==> config.mk <==
export PLATFORM = sky130hd
export DESIGN_NAME = dcm_rate_decoder
export DESIGN_NICKNAME = d
export VERILOG_FILES = /design/src/rtl/dcm_rate_decoder_pkg.sv /design/src/rtl/dcm_rate_decoder_sync_edge_detect.sv /design/src/rtl/dcm_rate_decoder.sv
export SDC_FILE = /design/constraint.sdc
export NUM_CORES = 1
export LEC_CHECK = 0
export BUFFER_PORTS_ARGS = -buffer_cell sky130_fd_sc_hd__buf_2
export CORE_MARGIN = 2
export CORE_UTILIZATION = 55
export CTS_CLUSTER_SIZE = 8
export DETAILED_ROUTE_END_ITERATION = 8
export PLACE_DENSITY = 0.81
export REMOVE_ABC_BUFFERS = 1
export SLEW_MARGIN = 20
export SYNTH_ARGS = -nofsm -noshare
export SYNTH_HDL_FRONTEND = slang
export SYNTH_HIERARCHICAL = 1
export SYNTH_SLANG_ARGS = --single-unit
==> constraint.sdc <==
create_clock -name clock -period 11.2 [get_ports clock]
set_input_delay 0.56 -clock clock [delete_from_list [all_inputs] [get_ports clock]]
set_output_delay 0.56 -clock clock [all_outputs]
set_load 0.02 [all_outputs]
==> src/rtl/dcm_rate_decoder_pkg.sv <==
// Shared constants and helpers for the divided-clock rate decoder.
// half_len() is also used by the generator side so both ends agree.
package dcm_rate_decoder_pkg;

  localparam int NUM_PROGS = 8;
  localparam int PROG_W    = 3;

  typedef enum logic [1:0] {
    SEEK  = 2'd0,
    TRACK = 2'd1,
    LOCK  = 2'd2
  } dcm_state_t;

  function automatic logic [31:0] half_len(input int half_count, input logic [PROG_W-1:0] k);
    return 32'(half_count) << k;
  endfunction

endpackage

==> src/rtl/dcm_rate_decoder_sync_edge_detect.sv <==
// Two-flop synchroniser for the measured clock, a delay flop, and a
// registered flag that is high for one cycle after every level change.
module dcm_rate_decoder_sync_edge_detect (
  input  logic clock,
  input  logic reset,
  input  logic din,
  output logic edge_flag
);

  logic s1_reg;
  logic s2_reg;
  logic s3_reg;
  logic edge_reg;

  always_ff @(posedge clock or posedge reset) begin
    if (reset) begin
      s1_reg   <= 1'b0;
      s2_reg   <= 1'b0;
      s3_reg   <= 1'b0;
      edge_reg <= 1'b0;
    end else begin
      s1_reg   <= din;
      s2_reg   <= s1_reg;
      s3_reg   <= s2_reg;
      edge_reg <= s2_reg ^ s3_reg;
    end
  end

  assign edge_flag = edge_reg;

endmodule

==> src/rtl/dcm_rate_decoder.sv <==
// Measures each half-period of a divided clock and decodes the program
// that produced it; reports lock, rate change, malformed periods and stall.
module dcm_rate_decoder
  import dcm_rate_decoder_pkg::*;
#(
  parameter int HALF_COUNT  = 2,
  parameter int MATCH_COUNT = 2,
  parameter int TIMEOUT     = 2 * (HALF_COUNT << 7)
) (
  input  logic              clock,
  input  logic              reset,
  input  logic              din,
  output logic [PROG_W-1:0] prog_out,
  output logic              locked,
  output logic              changed,
  output logic              err,
  output logic              stalled
);

  localparam logic [31:0] TIMEOUT_L = 32'(TIMEOUT);
  localparam logic [31:0] MATCH_L   = 32'(MATCH_COUNT);

  logic edge_flag;

  dcm_rate_decoder_sync_edge_detect u_sync (
    .clock     (clock),
    .reset     (reset),
    .din       (din),
    .edge_flag (edge_flag)
  );

  dcm_state_t        state_reg, state_next;
  logic [31:0]       cnt_reg, cnt_next;
  logic [31:0]       match_reg, match_next;
  logic [PROG_W-1:0] cand_reg, cand_next;
  logic [PROG_W-1:0] prog_reg, prog_next;
  logic              locked_reg, locked_next;
  logic              changed_reg, changed_next;
  logic              err_reg, err_next;
  logic              stalled_reg, stalled_next;

  logic [31:0]          len;
  logic [31:0]          match_inc;
  logic [NUM_PROGS-1:0] hit;
  logic                 valid;
  logic [PROG_W-1:0]    k;

  // len is the half-period length as it would stand if an edge is seen this cycle.
  assign len       = (cnt_reg >= TIMEOUT_L) ? TIMEOUT_L : cnt_reg + 32'd1;
  assign match_inc = (k == cand_reg) ? match_reg + 32'd1 : 32'd1;

  for (genvar gi = 0; gi < NUM_PROGS; gi++) begin : g_hit
    assign hit[gi] = (len == half_len(HALF_COUNT, PROG_W'(gi)));
  end

  always_comb begin
    valid = 1'b0;
    k     = '0;
    for (int i = 0; i < NUM_PROGS; i++) begin
      if (hit[i]) begin
        valid = 1'b1;
        k     = PROG_W'(i);
      end
    end
  end

  always_comb begin
    state_next   = state_reg;
    cnt_next     = len;
    match_next   = match_reg;
    cand_next    = cand_reg;
    prog_next    = prog_reg;
    locked_next  = locked_reg;
    changed_next = 1'b0;
    err_next     = 1'b0;
    stalled_next = stalled_reg;
    case (state_reg)
      SEEK: begin
        if (edge_flag) begin
          state_next   = TRACK;
          cnt_next     = '0;
          match_next   = '0;
          stalled_next = 1'b0;
        end
      end
      TRACK, LOCK: begin
        if (edge_flag) begin
          cnt_next     = '0;
          stalled_next = 1'b0;
          if (!valid) begin
            state_next  = TRACK;
            locked_next = 1'b0;
            match_next  = '0;
            err_next    = 1'b1;
          end else if (state_reg == LOCK) begin
            if (k != prog_reg) begin
              state_next  = TRACK;
              locked_next = 1'b0;
              cand_next   = k;
              match_next  = 32'd1;
            end
          end else begin
            cand_next  = k;
            match_next = match_inc;
            if (match_inc >= MATCH_L) begin
              state_next   = LOCK;
              prog_next    = k;
              locked_next  = 1'b1;
              changed_next = 1'b1;
            end
          end
        end else if (len == TIMEOUT_L) begin
          // An edge on this same cycle would have taken the branch above instead.
          state_next   = SEEK;
          locked_next  = 1'b0;
          stalled_next = 1'b1;
          err_next     = 1'b1;
        end
      end
      default: state_next = SEEK;
    endcase
  end

  always_ff @(posedge clock or posedge reset) begin
    if (reset) begin
      state_reg   <= SEEK;
      cnt_reg     <= '0;
      match_reg   <= '0;
      cand_reg    <= '0;
      prog_reg    <= '0;
      locked_reg  <= 1'b0;
      changed_reg <= 1'b0;
      err_reg     <= 1'b0;
      stalled_reg <= 1'b0;
    end else begin
      state_reg   <= state_next;
      cnt_reg     <= cnt_next;
      match_reg   <= match_next;
      cand_reg    <= cand_next;
      prog_reg    <= prog_next;
      locked_reg  <= locked_next;
      changed_reg <= changed_next;
      err_reg     <= err_next;
      stalled_reg <= stalled_next;
    end
  end

  assign prog_out = prog_reg;
  assign locked   = locked_reg;
  assign changed  = changed_reg;
  assign err      = err_reg;
  assign stalled  = stalled_reg;

endmodule

==> results.toml <==
[min_path]
hold_class = "in2async"

[sta]
final_max_slew_viol_count = 0
worst_pin_slew_ns = 0.938
setup_tns_ns = 0
whs_ns = 0.0701
fin_crit_sh = 0.414
timing.fmax_mhz = 216
min_period_ns = 4.63
hold_violations = 0
rsz0062_at_grt = "no"
fin_skew_ns = 0.0178
max_slew_margin = 0.375
setup_viol = 0

[floorplan]
ios = 10
chipHeight_um = 99.0
die_x_um = 99.0
design.die.area_um2 = 9800
initial_core_util = 0.569
coreArea_um2 = 8720
row_count = 34

[finish]
antenna_cells = 0
seqCellArea_um2 = 2000
multi_input_area_um2 = 2810
drive_gt1_frac = 0.0964
layout.nets = 585
syn_to_final_growth_pct = 7.56
n_fill_cell = 699

[logic_synthesis]
synth_top_flop_cell = "dfrtp_1"
yosysTopAreaCell = "dfrtp_1"
ys_seq_area_frac = 0.403
synth.area.top_cells = "dfrtp_1 (40%), nor2_1 (4.1%), nor3_1 (3.2%), nand2_1 (3.2%), o21ai_0 (2.7%)"
syn_area_um2 = 4970
synth_commonest_cells = "dfrtp_1 (80), nor2_1 (54), nand2_1 (42)"
syn_inst = 562
avgSynthCellArea_um2 = 8.84
yosysTopAreaCellShare = 0.403
yosysMostFrequentCell = "dfrtp_1"
synthArstFlopShare = 1.00
ys_ff_latch = 80
synth_edf_count = 0
ys_warn_count = 6
synth.distinct_cells = 70

[drt]
detail-route-antenna-nets = 0
post_drt_wl_per_cell_um = 16.9
drtIter0Drc = 337
routed_wl_um = 11700
drt-pass1-iter-count = 7
drc = 0
vias_per_cell = 6.38
vias = 4394

[power_and_ir_drop]
peakVddDrop_mv = 0.0937
p_leak_uw = 0.00219
p_per_area_nw_per_um2 = 118

[cts]
cts_tree = "yes"
path_clk_slew_ns = 0.09
ctsHtreeMaxLevel = 3
cts_hold_buf = 0
clock_latency_ns = 0.37
cts_setup_buffers = 0
root_buffer = "clkbuf_8"
cts_buffers = 9
cts_resized = 0
clock_path_buffers = 2
clock_sinks = 80

[critical_path]
worst-path-stages = 11
reg2reg_to = "match_reg[7]"
cp-start-kind = "register"
crit_path_max_fanout = 21
cp_slowest_cell = "or3_1"
slowest_delay_ns = 0.74
crit_arrival_ns = 4.94
r2r_setup_slack_ns = 6.57
critPathTopFamily = "simple AND/OR/NAND/NOR gates"
critical_path_class = "reg2reg"
ff2ff_path_depth = 11
r2r_start = "cnt_reg[0]"
cp.buffers_inverters = 0
critPathRequiredTime_ns = 11.50
path_cells = "ha_1 > nand3_1 > nor2_2 > a2bb2oi_1 > mux2_2 > o32ai_4 > xor2_1 > o21bai_2 > or3_1 > or4_1 > nand2_1"
cp-end-kind = "register"

[placed_design]
gp_congestion = 0.955
dp_hpwl_um = 8180
numPortBuffers = 9

[grt]
grtUsageMet2 = 0.381
grt_use_met1 = 0.361
grtUsageTotal = 0.253
met3_usage = 0.0454
grt_pass1_vias = 4144
grt_first_pass_wirelength_um = 20100
grt_max_degree = 77
gr-total-overflow = 0
busiest_layer = "met2"
antenna_found_initial = 0

[run]
maxCapViolCount = 0

[status]
status = "complete, no violations"
per-layer routing:
metal | wire [µm] | share of wire | vias up
li1 | - | - | 2065
met1 | 5260 | 0.45 | 2120
met2 | 5300 | 0.45 | 171
met3 | 728 | 0.062 | 38
met4 | 361 | 0.031 | 0
met5 | 0 | 0 | -
worst max path at each step:
stage	slack, ns	startpoint	endpoint
CTS	6.27	cnt_reg[1]	prog_out[2]
floorplan	7.17	cnt_reg[0]	match_reg[7]
global placement	6.50	cnt_reg[1]	prog_out[2]
global route	6.17	cnt_reg[1]	match_reg[7]
detailed placement	6.28	cnt_reg[1]	prog_out[2]
finish	6.57	cnt_reg[0]	match_reg[7]
cells by family after synthesis:
kind of cell	after synthesis	share of synthesized area
AOI/OAI and AO/OA	138	0.195
xor gates and xnor gates	19	0.0335
adders and majority gates	6	0.0151
buffers and inverters	56	0.0476
DFF	80	0.403
muxes	14	0.0307
other	1	0.000755
and+or+nand+nor	248	0.275
layout make-up:
class / count / share of cell area
flip-flops and latches: 80 / 0.375
clock inverters: 7 / 0.0199
clock buffers: 9 / 0.0232
multi-input cells: 447 / 0.527
inverters: 27 / 0.0190
well taps: 108 / 0.0253
repair buffers: 11 / 0.0112
report_power, final:
| part | switching, µW | internal (µW) |
|---|---|---|
| Combinational | 53.3 | 24.4 |
| Sequential | 6.75 | 299 |
| Clock | 119 | 130 |
per-stage QoR:
stage,std cells,worst slack (ns),util,power [µW],instance area (µm²)
2_1_floorplan,554,7.17,-,366,4910
3_3_place_gp,673,6.50,0.585,384,5100
3_5_place_dp,673,6.28,0.585,388,5100
4_1_cts,689,6.27,0.612,635,5340
5_1_grt,689,6.17,0.612,659,5340
6_report,689,6.57,0.612,632,5340
cells in the final DEF, fill, tap and decap left out, types with 7 or more instances in the layout:
cell and n:
nor3_1 32, nand2_1 42, xnor2_1 9, and3_1 9, or3_1 17, a21o_1 9
o21ai_1 14, buf_2 9, conb_1 22, nor4_1 17, dfrtp_1 80, clkbuf_8 9
inv_1 26, nor2_1 53, a21oi_1 26, xor2_1 10, o21ai_0 27, nand2b_1 10
nand4_1 11, mux2i_1 7, nand3_1 19
Note: power is estimated with default switching activity, not from simulation.
